File: config.mk
export PLATFORM = sky130hd
export DESIGN_NAME = cell_grid_mapper_flat
export DESIGN_NICKNAME = d
export VERILOG_FILES = /design/src/rtl/cell_grid_if.sv /design/src/rtl/cell_grid_mapper.sv /design/src/flat_wrapper.sv
export SDC_FILE = /design/constraint.sdc
export NUM_CORES = 1
export LEC_CHECK = 0
export ABC_AREA = 1
export CAP_MARGIN = 25
export CORE_AREA = 2 2 117 119
export CTS_CLUSTER_DIAMETER = 30
export DETAILED_ROUTE_END_ITERATION = 8
export DIE_AREA = 0 0 119 121
export PLACE_DENSITY = 0.81
export SYNTH_ARGS = -nofsm -noshare
export SYNTH_HDL_FRONTEND = slang
export SYNTH_SLANG_ARGS = --single-unit
File: constraint.sdc
create_clock -name clk -period 2.5 [get_ports clk]
set_input_delay 0.75 -clock clk [delete_from_list [all_inputs] [get_ports clk]]
set_output_delay 0.75 -clock clk [all_outputs]
set_load 0.03 [all_outputs]
File: src/rtl/cell_grid_if.sv
// Pixel-to-cell mapper bus: raw VGA counters and board in,
// registered cell/overlay information out to the colour stage.
interface cell_grid_if #(
  parameter int COLS = 16,
  parameter int ROWS = 16
);
  localparam int IDX_W = $clog2(COLS * ROWS);
  localparam int CW    = $clog2(COLS);
  localparam int RW    = $clog2(ROWS);

  logic                   pixel_tick;
  logic [9:0]             hc;
  logic [9:0]             vc;
  logic [COLS*ROWS-1:0]   board;
  logic [CW-1:0]          cursor_col;
  logic [RW-1:0]          cursor_row;
  logic [1:0]             mode;

  logic                   out_valid;
  logic                   in_grid;
  logic [IDX_W-1:0]       cell_index;
  logic                   cell_state;
  logic                   grid_line;
  logic                   cursor_hit;
  logic                   pix_on;

  modport master (
    output pixel_tick, hc, vc, board,
    output cursor_col, cursor_row, mode,
    input  out_valid, in_grid, cell_index,
    input  cell_state, grid_line, cursor_hit, pix_on
  );

  modport slave (
    input  pixel_tick, hc, vc, board,
    input  cursor_col, cursor_row, mode,
    output out_valid, in_grid, cell_index,
    output cell_state, grid_line, cursor_hit, pix_on
  );
endinterface

File: src/rtl/cell_grid_mapper.sv
// Two-stage pixel-to-cell mapper: incremental col/row trackers,
// then registered cell lookup and overlay flags.
module cell_grid_mapper #(
  parameter int COLS      = 16,
  parameter int ROWS      = 16,
  parameter int CELL_SIZE = 30,
  parameter int H_OFFSET  = 224,
  parameter int V_OFFSET  = 35,
  parameter int IDX_W     = $clog2(COLS * ROWS)
) (
  input  logic       clk,
  input  logic       rst,
  cell_grid_if.slave bus
);
  localparam int CW = $clog2(COLS);
  localparam int RW = $clog2(ROWS);
  localparam int SW = $clog2(CELL_SIZE);

  localparam logic [9:0]    HOFF    = 10'(H_OFFSET);
  localparam logic [9:0]    VOFF    = 10'(V_OFFSET);
  localparam logic [SW-1:0] SUB_MAX = SW'(CELL_SIZE - 1);
  localparam logic [CW-1:0] COL_MAX = CW'(COLS - 1);
  localparam logic [RW-1:0] ROW_MAX = RW'(ROWS - 1);
  localparam logic [CW:0]   COL_LIM = (CW + 1)'(COLS);
  localparam logic [RW:0]   ROW_LIM = (RW + 1)'(ROWS);

  typedef struct packed {
    logic          h_act;
    logic [CW-1:0] col;
    logic [SW-1:0] hsub;
    logic          v_act;
    logic [RW-1:0] row;
    logic [SW-1:0] vsub;
    logic          valid;
  } s1_t;

  s1_t s1_q;
  s1_t s1_d;

  always_comb begin
    s1_d       = s1_q;
    s1_d.valid = bus.pixel_tick;
    if (bus.pixel_tick) begin
      if (bus.hc == HOFF) begin
        s1_d.h_act = 1'b1;
        s1_d.col   = '0;
        s1_d.hsub  = '0;
      end else if (s1_q.h_act) begin
        if (s1_q.hsub == SUB_MAX) begin
          s1_d.hsub = '0;
          if (s1_q.col == COL_MAX) s1_d.h_act = 1'b0;
          else s1_d.col = s1_q.col + 1'b1;
        end else begin
          s1_d.hsub = s1_q.hsub + 1'b1;
        end
      end
      // hc==0 never coincides with hc==H_OFFSET, so the trackers are disjoint
      if (bus.hc == '0) begin
        if (bus.vc == '0) begin
          s1_d.v_act = 1'b0;
        end else if (bus.vc == VOFF) begin
          s1_d.v_act = 1'b1;
          s1_d.row   = '0;
          s1_d.vsub  = '0;
        end else if (s1_q.v_act) begin
          if (s1_q.vsub == SUB_MAX) begin
            s1_d.vsub = '0;
            if (s1_q.row == ROW_MAX) s1_d.v_act = 1'b0;
            else s1_d.row = s1_q.row + 1'b1;
          end else begin
            s1_d.vsub = s1_q.vsub + 1'b1;
          end
        end
      end
    end
  end

  always_ff @(posedge clk) begin
    if (rst) s1_q <= '0;
    else     s1_q <= s1_d;
  end

  logic             in_g;
  logic [IDX_W-1:0] idx;
  logic             cur_ok;
  logic             st;
  logic             gl;
  logic             hit;
  logic             pix;

  always_comb begin
    in_g   = s1_q.h_act & s1_q.v_act;
    idx    = in_g ? {s1_q.row, s1_q.col} : '0;
    cur_ok = ({1'b0, bus.cursor_col} < COL_LIM) &
             ({1'b0, bus.cursor_row} < ROW_LIM);
    st     = in_g & bus.board[idx];
    gl     = in_g & ((s1_q.hsub == '0) | (s1_q.vsub == '0));
    hit    = in_g & cur_ok &
             (s1_q.col == bus.cursor_col) &
             (s1_q.row == bus.cursor_row);
    pix    = in_g & ((bus.mode[0] & gl) |
                     (st ^ (bus.mode[1] & hit)));
  end

  always_ff @(posedge clk) begin
    if (rst) begin
      bus.out_valid  <= 1'b0;
      bus.in_grid    <= 1'b0;
      bus.cell_index <= '0;
      bus.cell_state <= 1'b0;
      bus.grid_line  <= 1'b0;
      bus.cursor_hit <= 1'b0;
      bus.pix_on     <= 1'b0;
    end else begin
      bus.out_valid  <= s1_q.valid;
      bus.in_grid    <= in_g;
      bus.cell_index <= idx;
      bus.cell_state <= st;
      bus.grid_line  <= gl;
      bus.cursor_hit <= hit;
      bus.pix_on     <= pix;
    end
  end
endmodule

File: src/flat_wrapper.sv
// flat-port wrapper written by rule: the top's interface ports become plain ports
module cell_grid_mapper_flat 
#(
  parameter int COLS      = 16,
  parameter int ROWS      = 16,
  parameter int CELL_SIZE = 30,
  parameter int H_OFFSET  = 224,
  parameter int V_OFFSET  = 35,
  parameter int IDX_W     = $clog2(COLS * ROWS)
)
  (clk, rst, bus_pixel_tick, bus_hc, bus_vc, bus_board, bus_cursor_col, bus_cursor_row, bus_mode, bus_out_valid, bus_in_grid, bus_cell_index, bus_cell_state, bus_grid_line, bus_cursor_hit, bus_pix_on);
  cell_grid_if #(.COLS(COLS), .ROWS(ROWS)) bus_i ();
  input  logic clk;
  input  logic rst;
  input wire logic [$bits(bus_i.pixel_tick)-1:0] bus_pixel_tick;
  input wire logic [$bits(bus_i.hc)-1:0] bus_hc;
  input wire logic [$bits(bus_i.vc)-1:0] bus_vc;
  input wire logic [$bits(bus_i.board)-1:0] bus_board;
  input wire logic [$bits(bus_i.cursor_col)-1:0] bus_cursor_col;
  input wire logic [$bits(bus_i.cursor_row)-1:0] bus_cursor_row;
  input wire logic [$bits(bus_i.mode)-1:0] bus_mode;
  output wire logic [$bits(bus_i.out_valid)-1:0] bus_out_valid;
  output wire logic [$bits(bus_i.in_grid)-1:0] bus_in_grid;
  output wire logic [$bits(bus_i.cell_index)-1:0] bus_cell_index;
  output wire logic [$bits(bus_i.cell_state)-1:0] bus_cell_state;
  output wire logic [$bits(bus_i.grid_line)-1:0] bus_grid_line;
  output wire logic [$bits(bus_i.cursor_hit)-1:0] bus_cursor_hit;
  output wire logic [$bits(bus_i.pix_on)-1:0] bus_pix_on;
  assign bus_i.pixel_tick = bus_pixel_tick;
  assign bus_i.hc = bus_hc;
  assign bus_i.vc = bus_vc;
  assign bus_i.board = bus_board;
  assign bus_i.cursor_col = bus_cursor_col;
  assign bus_i.cursor_row = bus_cursor_row;
  assign bus_i.mode = bus_mode;
  assign bus_out_valid = bus_i.out_valid;
  assign bus_in_grid = bus_i.in_grid;
  assign bus_cell_index = bus_i.cell_index;
  assign bus_cell_state = bus_i.cell_state;
  assign bus_grid_line = bus_i.grid_line;
  assign bus_cursor_hit = bus_i.cursor_hit;
  assign bus_pix_on = bus_i.pix_on;
  cell_grid_mapper #(.COLS(COLS), .ROWS(ROWS), .CELL_SIZE(CELL_SIZE), .H_OFFSET(H_OFFSET), .V_OFFSET(V_OFFSET), .IDX_W(IDX_W)) u_core (.clk(clk), .rst(rst), .bus(bus_i));
endmodule
==> metrics.cfg <==
[outcome]
status = complete, no violations

[cells_and_area]
fin_util_pct = 61.1
final_nets = 1408
syn_to_final_growth_pct = 83.7
layout_commonest_cell = clkdlybuf4s50_1
drive_gt1_share_pct = 6.47
final_cell_mix = clkdlybuf4s50_1, nand2_1, nand3_1, inv_1, nor2_1

[timing]
finClkSkew_ps = 2.36
finalCriticalPeriod_ps = 2390
setup_violations = 0
drv_slew = 0
holdWs_ps = 400
clock.fmax_mhz = 418
worst_slew_margin_rel_pct = 72.9
finalHoldViolCount = 0
period_share_pct = 95.7
worstMarginPinSlew_ps = 403

[min_path]
hold_path_depth = 2
hold_class = flop to flop
hp-start = u_core.s1_q[0]
hold_end = u_core.bus.out_valid

[worst_setup_path]
crit_required_ps = 2660
crit_path_start_kind = input pin
cp_max_fo = 5
critical_path_arrival_ps = 2560
timing.rr.start = u_core.s1_q[10]
reg2reg_setup_slack_ps = 190
r2r_end = u_core.bus.pix_on
endpoint_kind = flop
worstSetupPathType = input pin to flop
rr_worst_depth = 15

[clocking]
ctsLongestPathBuffers = 2
numCtsBuffers = 5
cts_tree = yes
clock_sinks = 35
h-tree-depth = 2
root_buffer = clkbuf_16
ctsHoldBuffers = 0
clkTransAtPathRegs_ps = 50
clk_latency_ps = 280

[pwr]
vdd_drop_max_mv = 0.256
pwr_density_cell_nw_per_um2 = 248
p_leak_nw = 3.30

[route]
vias = 6694
ant_nets = 0
drt-initial-drc-count = 511
wirelength_mm = 21.4
wl_per_cell_um = 16.6
via_per_inst = 5.19
drtPass1Iterations = 5
drc = 0

[placed_design]
gp_congestion = 0.935
dpl.hpwl_mm = 16.5
io_buffer_count = 302

[yosys]
yosys_warnings = 0
seq_area_frac_synth_pct = 16.1
synthesis.area_sq_um = 4350
synth_cell_type_count = 38
ys_seq_elements = 35
synthCells = 815
postSynthNetCount = 1112
syn_avg_cell_area_sq_um = 5.34

[floorplanning]
die_w_um = 119
start_util_pct = 33.2
fp.dieArea_sq_um = 14400
coreArea_sq_um = 13100
fp-row-count = 42
ios = 303
die_y_um = 121

[global_route]
grt_start_max_net_pins = 64
grt_pass1_vias = 6468
antenna_found_initial = 2
grt_pass1_wl_mm = 33.1
grt_usage_pct = 28.4
overflow = 0

[run]
drv_cap = 0

[where the power goes]
group | switching (W) | internal (W) | total [W] | leakage, nW
sequential | 0.000000350 | 0.000558 | 0.000559 | 0.284
combinational | 0.000157 | 0.000461 | 0.000618 | 2.93
clock | 0.000236 | 0.000572 | 0.000808 | 0.0911
[area by class of cell]
class	count	area, sq um
diodes	2	5.00
repair buffers	341	3440
fillers	1246	5090
flip-flops and latches	35	707
multi-input cells	682	3260
clock inverters	2	60.1
clock buffers	6	129
well taps	176	220
inverters	46	173
[logic make-up (layout without fill, tap and decap cells)]
family | after synthesis | in the layout | share of synthesized area, %
AND/OR/NAND/NOR | 626 | 626 | 64.5
buffers and inverters | 98 | 395 | 10.3
AO/OA/AOI/OAI | 43 | 43 | 5.78
flip-flops | 35 | 35 | 16.1
adder cells (fa/ha/maj) | 8 | 8 | 2.30
XOR/XNOR | 5 | 5 | 1.01
other | 0 | 2 | 0
[synthesized netlist by cell type, drive strengths merged]
library cell / n / area share [%]
nor3b: 2 / 0.35
buf: 43 / 5.6
o21ai: 12 / 1.5
and3: 1 / 0.14
nor3: 10 / 1.2
o21a: 2 / 0.35
nand4: 10 / 1.4
xnor2: 1 / 0.20
o41ai: 1 / 0.20
nor2: 38 / 3.9
a211oi: 4 / 0.69
clkinv: 1 / 0.086
inv: 45 / 3.9
a31oi: 3 / 0.43
nand3: 267 / 31
nor4: 5 / 0.72
xor2: 4 / 0.81
or3: 1 / 0.14
a221oi: 1 / 0.20
ha: 8 / 2.3
clkbuf: 9 / 0.81
nand2: 290 / 25
a21oi: 19 / 2.3
dfxtp: 35 / 16
or2: 2 / 0.29
o31ai: 1 / 0.17
[critical path, cell delays in order]
cell and delay, ps:
clkdlybuf4s50_1 410, nor4_2 260, buf_4 160, nand3_1 60, inv_1 70, o21ai_2 50
inv_1 80, nand2_1 90, a21oi_4 180, nand4_1 120, a221oi_1 330
[sequential cells by signal, indices dropped and copies added, names as in the netlist]
name / cells
u_core.s1_q: 21
u_core.bus.cell_index: 8
u_core.bus.cell_state: 1
u_core.bus.cursor_hit: 1
u_core.bus.grid_line: 1
u_core.bus.in_grid: 1
u_core.bus.out_valid: 1
u_core.bus.pix_on: 1
[routing by layer]
layer / part of all wire [%] / global-route usage [%]
met3: 8.1 / 5.69
met1: 40 / 34.4
met5: 0 / 0
met4: 3.1 / 8.18
met2: 49 / 50.7
[repair_timing]
action,4_1_cts,5_1_grt
setup endpoints to repair,1,12
pin swaps,0,1
hold endpoints to repair,0,0
gates cloned,0,0
gates resized for setup,1,13
setup buffers,0,3
[through the flow]
| stage | total power, W | instances | setup TNS [ps] | instance area, sq um | setup slack (ps) |
|---|---|---|---|---|---|
| after floorplan | 0.000696 | 815 | 0 | 4350 | 333 |
| after global placement | 0.00117 | 1277 | -317 | 7720 | -59.2 |
| after detailed placement | 0.00118 | 1277 | -945 | 7720 | -112 |
| after CTS | 0.00198 | 1285 | 0 | 7910 | 13.7 |
| after global routing | 0.00205 | 1289 | -24.3 | 7990 | -24.3 |
| final | 0.00198 | 1290 | 0 | 7990 | 108 |
[worst max path at each step]
stage,start,end,slack [ps]
2_1_floorplan,bus_hc[1],u_core.s1_q[19],330
3_3_place_gp,bus_hc[1],u_core.s1_q[19],-60
3_5_place_dp,bus_vc[6],u_core.s1_q[4],-110
4_1_cts,u_core.s1_q[10],u_core.bus.pix_on,10
5_1_grt,bus_vc[6],u_core.s1_q[6],-20
6_report,bus_hc[1],u_core.s1_q[19],110
Note: power is estimated with default switching activity, not from simulation.
